File: src/rtl/mem_burst_reader.sv
// Burst read front-end: walks consecutive memory addresses and streams each word
// out through a small FIFO on a valid/ready interface. Backpressure stalls addressing.
//
// state | meaning
// IDLE  | waiting for a request; req_ready high
// BURST | issuing addresses and pushing words while the FIFO has room
// DRAIN | all words pushed; waiting for the last-flagged word to be popped
module mem_burst_reader #(
    parameter int ADDR_W     = 7,
    parameter int DATA_W     = 64,
    parameter int LEN_W      = 8,
    parameter int FIFO_DEPTH = 4
) (
    input  logic              clk,
    input  logic              rst_n,
    input  logic              req_valid,
    output logic              req_ready,
    input  logic [ADDR_W-1:0] req_addr,
    input  logic [LEN_W-1:0]  req_len,
    output logic [ADDR_W-1:0] mem_adr,
    input  logic [DATA_W-1:0] mem_data,
    output logic              out_valid,
    input  logic              out_ready,
    output logic [DATA_W-1:0] out_data,
    output logic              out_last,
    output logic              busy,
    output logic              done
);

    localparam int PTR_W = $clog2(FIFO_DEPTH);
    localparam logic [PTR_W:0] FULL_CNT = FIFO_DEPTH[PTR_W:0];

    typedef enum logic [1:0] {S_IDLE, S_BURST, S_DRAIN} state_t;

    state_t            state, state_nxt;
    logic [LEN_W-1:0]  rem;
    logic [PTR_W:0]    count;
    logic [PTR_W-1:0]  wr_ptr, rd_ptr;
    logic [DATA_W-1:0] fifo_data [FIFO_DEPTH];
    logic              fifo_last [FIFO_DEPTH];
    logic [DATA_W-1:0] hold_data;
    logic              done_nxt;
    logic              accept, push, pop, head_last;

    assign accept    = req_valid && (state == S_IDLE);
    assign push      = (state == S_BURST) && (count < FULL_CNT);
    assign out_valid = (count != '0);
    assign pop       = out_valid && out_ready;
    assign head_last = fifo_last[rd_ptr];

    assign req_ready = (state == S_IDLE);
    assign busy      = (state != S_IDLE);
    // When empty the last popped word stays visible on out_data.
    assign out_data  = out_valid ? fifo_data[rd_ptr] : hold_data;
    assign out_last  = out_valid && head_last;

    always_comb begin
        state_nxt = state;
        done_nxt  = 1'b0;
        case (state)
            S_IDLE: begin
                if (accept) begin
                    if (req_len != '0) state_nxt = S_BURST;
                    else               done_nxt  = 1'b1;
                end
            end
            S_BURST: begin
                if (push && rem == LEN_W'(1)) state_nxt = S_DRAIN;
            end
            S_DRAIN: begin
                if (pop && head_last) begin
                    state_nxt = S_IDLE;
                    done_nxt  = 1'b1;
                end
            end
            default: state_nxt = S_IDLE;
        endcase
    end

    always_ff @(posedge clk or negedge rst_n) begin
        if (!rst_n) begin
            state     <= S_IDLE;
            done      <= 1'b0;
            mem_adr   <= '0;
            rem       <= '0;
            count     <= '0;
            wr_ptr    <= '0;
            rd_ptr    <= '0;
            hold_data <= '0;
        end else begin
            state <= state_nxt;
            done  <= done_nxt;
            if (accept && req_len != '0) begin
                mem_adr <= req_addr;
                rem     <= req_len;
            end else if (push) begin
                mem_adr <= mem_adr + ADDR_W'(1);
                rem     <= rem - LEN_W'(1);
            end
            if (push) wr_ptr <= wr_ptr + PTR_W'(1);
            if (pop) begin
                rd_ptr    <= rd_ptr + PTR_W'(1);
                hold_data <= fifo_data[rd_ptr];
            end
            case ({push, pop})
                2'b10:   count <= count + (PTR_W+1)'(1);
                2'b01:   count <= count - (PTR_W+1)'(1);
                default: count <= count;
            endcase
        end
    end

    // Storage needs no reset: entries are only read once count says they are valid.
    always_ff @(posedge clk) begin
        if (push) begin
            fifo_data[wr_ptr] <= mem_data;
            fifo_last[wr_ptr] <= (rem == LEN_W'(1));
        end
    end

endmodule

File: config.mk
export PLATFORM = sky130hd
export DESIGN_NAME = mem_burst_reader
export DESIGN_NICKNAME = d
export VERILOG_FILES = /design/src/rtl/mem_burst_reader.sv
export SDC_FILE = /design/constraint.sdc
export NUM_CORES = 1
export LEC_CHECK = 0
export BUFFER_PORTS_ARGS = -buffer_cell sky130_fd_sc_hd__buf_2
export CORE_MARGIN = 4
export CORE_UTILIZATION = 58
export CTS_CLUSTER_DIAMETER = 60
export DETAILED_ROUTE_END_ITERATION = 8
export PLACE_DENSITY_LB_ADDON = 0.25
export SYNTH_ARGS = -nofsm -noshare
export SYNTH_HDL_FRONTEND = slang
export SYNTH_SLANG_ARGS = --single-unit
File: constraint.sdc
create_clock -name clk -period 3.9 [get_ports clk]
set_clock_uncertainty 0.15 [all_clocks]
set_input_delay 0.78 -clock clk [delete_from_list [all_inputs] [get_ports clk]]
set_output_delay 0.78 -clock clk [all_outputs]
set_load 0.03 [all_outputs]
### After elaboration in Yosys (flattened, before gate mapping)

Memories as Yosys holds them, arrays and structs flattened.
Cells that the tools add are included.

| word-level totals | value |
|---|---|
| bits in registers | 89 |
| bits in latches | 0 |
| bits in writable memories | 260 |
| ROM bits | 0 |
| input bits | 83 |
| output and inout port bits | 76 |
| logic and storage cells | 57 |
| memories | 2 |

Memories:

| name | depth | width | rd ports | clocked after Yosys merged registers in | wr ports | RTL line | source |
|---|---|---|---|---|---|---|---|
| fifo_data | 4 | 64 | 1 | 0 | 1 | 39 | `logic [DATA_W-1:0] fifo_data [FIFO_DEPTH];` |
| fifo_last | 4 | 1 | 1 | 0 | 1 | 40 | `logic fifo_last [FIFO_DEPTH];` |

| operators by class | value |
|---|---|
| add/subtract/negate cells | 6 |
| multiply operators | 0 |
| div/mod/pow operators | 0 |
| order comparisons | 1 |
| eq/ne operators | 9 |
| shift operators | 0 |
| muxes and demuxes | 17 |
| bitwise gates (word level) | 0 |
| reduce and logical (&&, ||, !) cells | 14 |

Operator list:

| cell | number |
|---|---|
| 2-to-1 mux 64 bit | 1 |
| 2-to-1 mux 8 bit | 2 |
| 2-to-1 mux 7 bit | 2 |
| equality test 8 x 1 -> 1 bit (second input constant) | 1 |
| 2-to-1 mux 2 bit | 4 |
| nonzero test 8 bit | 1 |
| subtractor 8 x 1 -> 8 bit (second input constant) | 1 |
| adder 7 x 1 -> 7 bit (second input constant) | 1 |
| logical AND 1 bit | 7 |
| inequality test 2 x 1 -> 1 bit (second input constant) | 3 |
| case mux 2 bit (3 select lines) | 1 |
| case mux 3 bit (2 select lines) | 1 |
| nonzero test 2 bit | 3 |
| 2-to-1 mux 1 bit | 5 |
| adder 2 x 1 -> 2 bit (second input constant) | 2 |
| equality test 2 x 1 -> 1 bit (second input constant) | 2 |
| equality test 2 bit (second input constant) | 2 |
| AND reduction 4 bit | 1 |
| adder 3 x 1 -> 3 bit (second input constant) | 1 |
| less-than comparator 3 bit (second input constant) | 1 |
| nonzero test 3 bit | 1 |
| subtractor 3 x 1 -> 3 bit (second input constant) | 1 |
| zero test 2 bit | 1 |
| inequality test 2 bit (second input constant) | 1 |
| case mux 1 bit (2 select lines) | 1 |

### Depth between registers and ports, before layout

| logic depth | value |
|---|---|
| depth after elaboration | 5 |
| mapped depth | 9 |
| gate-level depth less buffers | 8 |

### Least setup slack after synthesis

OpenSTA, ideal clock, no wires.

| timing | value |
|---|---|
| kind | register -> register |
| start point | reg state[1] |
| end point | mem fifo_data[0][0] (enable) |
| library setup time | 0.430 ns |
| data arrival time | 2.672 ns |
| required time | 3.320 ns |
| path slack | 0.648 ns |
| stages on the path, launching flop included | 5 |
| buffers on the path | 2 |
| clock period less this slack | 3.252 ns |
| cell sequence | dfrtp_1 > nor3b_1 > buf_2 > buf_2 > and2_1 |

| between the ends | value |
|---|---|
| longest elaborated chain between the ends | 4 |

Ends and longest elaborated chain:

| what | RTL line | source |
|---|---|---|
| start, declared | 35 | `state_t state, state_nxt;` |
| start signal, assigned | 91 | `state <= state_nxt;` |
| equality test 2 x 1 -> 1 bit | 46 | `assign push = (state == S_BURST) && (count < FULL_CNT);` |
| logical AND 1 bit | 46 |  |
| 2-to-1 mux 1 bit | 115 | `if (push) begin` |
| 2-to-1 mux 1 bit (not written as such) | 116 | `fifo_data[wr_ptr] <= mem_data;` |
| end, declared | 39 |  |

Every way passes these cells.

### Worst setup path after layout

| timing | value |
|---|---|
| start point | reg rd_ptr[0] |
| end point | out out_data[0] |

| between the ends | value |
|---|---|
| longest elaborated chain between the ends | 2 |

Ends and longest elaborated chain:

| what | RTL line | source |
|---|---|---|
| start, declared | 38 | `logic [PTR_W-1:0] wr_ptr, rd_ptr;` |
| start signal, assigned | 102 | `rd_ptr <= rd_ptr + PTR_W'(1);` |
| memory read (4 x 64 bit) | - |  |
| 2-to-1 mux 64 bit | 54 | `assign out_data = out_valid ? fifo_data[rd_ptr] : hold_data;` |
| end, declared | 24 | `output logic [DATA_W-1:0] out_data,` |

Every way passes these cells.

==> results.rst <==
.. list-table::
   :header-rows: 1

   * - Metric
     - Value
   * - Number of setup violations in the final report
     - 0
   * - Post-Syn Area
     - 0.01392 sq mm
   * - Total inserted antenna cells
     - 0
   * - Static leakage
     - 5.922 nW
   * - CTS H-tree depth
     - 2
   * - Wire length of the first global-routing pass
     - 42.09 mm
   * - CP Max Fanout
     - 18
   * - Final routed wire length divided by cell count
     - 22.00 um
   * - Final std cells w/o fill
     - 1209
   * - Syn_nets
     - 785
   * - Critical path data required time
     - 2.97 ns
   * - Post-synthesis async set-or-reset flop share
     - 0.2550
   * - Normalized max-slew margin
     - 0.2795
   * - Vias per std cell
     - 5.767
   * - Area of all sequential standard cells
     - 0.01004 sq mm
   * - Number of buffers between clock root and the deepest sink
     - 3
   * - Type of element launching the critical path
     - flop
   * - Total power consumption of the routed design
     - 14.79 mW
   * - Syn. warnings
     - 0
   * - Sink count of the clock tree
     - 349
   * - Part of the total power dissipated in sequential elements
     - 0.394
   * - Area enclosed by the die boundary
     - 0.02655 sq mm
   * - Vias in the first global route
     - 7625
   * - Grt ovf
     - 0
   * - Area of combinational cells with multiple inputs
     - 0.003681 sq mm
   * - Syn Area/Cell
     - 20.09 sq um
   * - Total length of routed wires
     - 26.60 mm
   * - Total of flip-flops plus latches after synthesis
     - 349
   * - Peak supply drop
     - 638.2 uV
   * - Top area cells in the synthesized netlist
     - edfxtp_1 (56%), dfrtp_1 (16%), mux4_2 (11%), mux2_2 (10%), ha_1 (0.72%)
   * - Cell at the root of the clock tree
     - clkbuf_16
   * - Post-Place Setup Slack
     - 0.6404 ns
   * - Worst hold margin
     - 0.3287 ns
   * - Placer's final routability congestion estimate
     - 0.8067
   * - Run status
     - finished clean
   * - Number of buffers added by the clock tree synthesis step
     - 37
   * - Part of the power in combinational logic
     - 0.389
   * - Unique cell type count in the Yosys netlist
     - 45
   * - Library cell with the highest instance count after synthesis
     - edfxtp_1
   * - Maximum achievable frequency
     - 0.2883 GHz
   * - Period utilisation layout
     - 0.8892
   * - Length of the first detailed-routing pass in iterations
     - 5
   * - Clock Pin Slew Worst Setup and Hold Paths
     - 0.06 ns
   * - Yosys top cell area share
     - 0.5607
   * - Startpoint-to-endpoint class of the critical path
     - flop to output port
   * - Switch share
     - 0.3512
   * - Post-Syn Instances
     - 693
   * - Top cells by instance count after synthesis
     - edfxtp_1 (260), mux2_2 (128), dfrtp_1 (89)
   * - Number of hold violations in the final report
     - 0
   * - Overall die width
     - 162.9 um
   * - Number of cell instances on the worst register-to-register path
     - 8
   * - Fraction of final layout cells with drive strength greater than 1
     - 0.4775
   * - Routed via count
     - 6972
   * - GRT Util Overall
     - 0.2046
   * - Site row count
     - 56
   * - Fraction of the yosys area taken by sequential cells
     - 0.7206
   * - Count of port buffers added during placement
     - 158
   * - Post-synth top flop
     - edfxtp_1
   * - Setup repair after global routing missed its margin
     - no
   * - Max cap viols
     - 0
   * - Number of nets in the final layout
     - 957
   * - CTS Hold Buffers Added
     - 0
   * - TritonCTS clock tree
     - built
   * - Placed wire-length estimate after detailed placement
     - 15.43 mm
   * - Maximum number of pins on one net before global-route repair
     - 74
   * - CP Data Arrival Time
     - 2.54 ns
   * - Area growth, synth to finish
     - 16.26%
   * - Residual DRC
     - 0
   * - Total power divided by cell area
     - 913.9 mW/mm^2
   * - Worst setup margin
     - 0.4320 ns
   * - Detailed router's first-iteration violation count
     - 395
   * - Switching power of the nets
     - 5.195 mW
   * - Initial standard-cell utilization of the core
     - 0.5915
   * - Initial antenna violation count
     - 5
   * - Overall die height
     - 162.9 um
   * - Clk_lat worst skew
     - 0.50 ns
   * - Num ports
     - 159
   * - Dominant cell type by area after synthesis
     - edfxtp_1
   * - Post-route antenna net violation count
     - 0
   * - Minimum clock period after layout
     - 3.468 ns
   * - Number of enable-type register cells in the synthesized netlist
     - 260
   * - Kind of end point of the critical path
     - output port
   * - Number of max-slew violations in the final report
     - 0
   * - Post-placement cell count
     - 1144
   * - Setup TNS
     - 0 ns
   * - Classification of the worst-slack hold path
     - input pin to async pin
   * - Clk network pwr share
     - 0.217
   * - Internal Pwr Total
     - 9.599 mW
   * - Placeable core region
     - 0.02354 sq mm
   * - Number of fill cells
     - 1526
   * - Pin slew with the least headroom to its limit
     - 1.081 ns
## routing by layer
metal	wire length [um]	vias up	track usage
met1	10610	3600	0.2636
li1	-	3112	-
met3	1599	59	0.05214
met2	13790	191	0.3538
met4	548	10	0.04956
met5	56	-	0
## cells in the final DEF, fill, tap and decap left out, drive strengths merged, types with 4 or more instances in the layout
cell type  count
nand3          4
nand2         18
inv           12
nor4           4
buf          167
o21ai         11
clkinv         9
dfrtp         89
edfxtp       260
mux2         128
xnor2          5
xor2           6
ha             8
clkbuf        54
nor2           4
and2           8
mux4          65
## cell families after synthesis
family / synth area share
buf+inv: 0.01653
simple gates: 0.02004
compound gates: 0.01716
flops: 0.7206
xor+xnor: 0.006919
mux: 0.2101
fa+ha+maj: 0.008626
## per-stage QoR
stage / area (sq um) / utilization
after floorplan: 13920 / -
after CTS: 16170 / 0.6868
after detailed placement: 15060 / 0.6396
after global placement: 15060 / 0.6396
after global routing: 16190 / 0.6877
final: 16190 / 0.6877
## power by group through the flow
| stage | sequential, mW | combinational [mW] | clock (mW) |
|---|---|---|---|
| after global routing | 5.95 | 6.19 | 3.47 |
| after detailed placement | 5.96 | 5.74 | 0 |
| after floorplan | 5.71 | 4.43 | 0 |
| final | 5.82 | 5.76 | 3.21 |
| after CTS | 5.89 | 5.77 | 3.28 |
| after global placement | 5.86 | 5.59 | 0 |
## final timing paths
kind	startpoint	slack, ns	to
min in group clk	mem_data[49]	0.34	fifo_data[2][49]$_DFFE_PP_
worst min register to register	hold_data[15]$_DFFE_PN0P_	0.35	hold_data[15]$_DFFE_PN0P_
worst max-delay path	rd_ptr[0]$_DFFE_PN0P_	0.43	out_data[0]
max in group asynchronous	rst_n	2.43	rem[1]$_DFFE_PN0P_
worst min-delay path	rst_n	0.33	hold_data[27]$_DFFE_PN0P_
worst max register to register	state[1]$_DFFE_PN0P_	1.31	count[2]$_DFFE_PN0P_
## state kept, by name, indices dropped and copies added (netlist names)
signal / cells
count: 3
done: 1
fifo_data: 256
fifo_last: 4
hold_data: 64
mem_adr: 7
rd_ptr: 2
rem: 8
state: 2
wr_ptr: 2
## cell type report
| cell class | instances | share of cell area |
|---|---|---|
| Sequential cell | 349 | 0.6203 |
| Multi-Input combinational cell | 298 | 0.2274 |
| Clock buffer | 54 | 0.06422 |
| Timing Repair Buffer | 167 | 0.05626 |
| Tap cell | 319 | 0.02465 |
| Clock inverter | 10 | 0.004405 |
| Inverter | 12 | 0.002782 |
## critical path, cell delays in order (launching register included)
cell     delay, ns
dfrtp_4       0.69
buf_4         0.32
mux4_2        0.54
mux2_2        0.29
buf_2         0.18
## what timing repair did
action                     4_1_cts  5_1_grt
hold endpoints to repair         0        0
resized for setup                0        0
buffers inserted                 0        1
setup endpoints to repair        0        1
(Power assumes the default switching activity.)
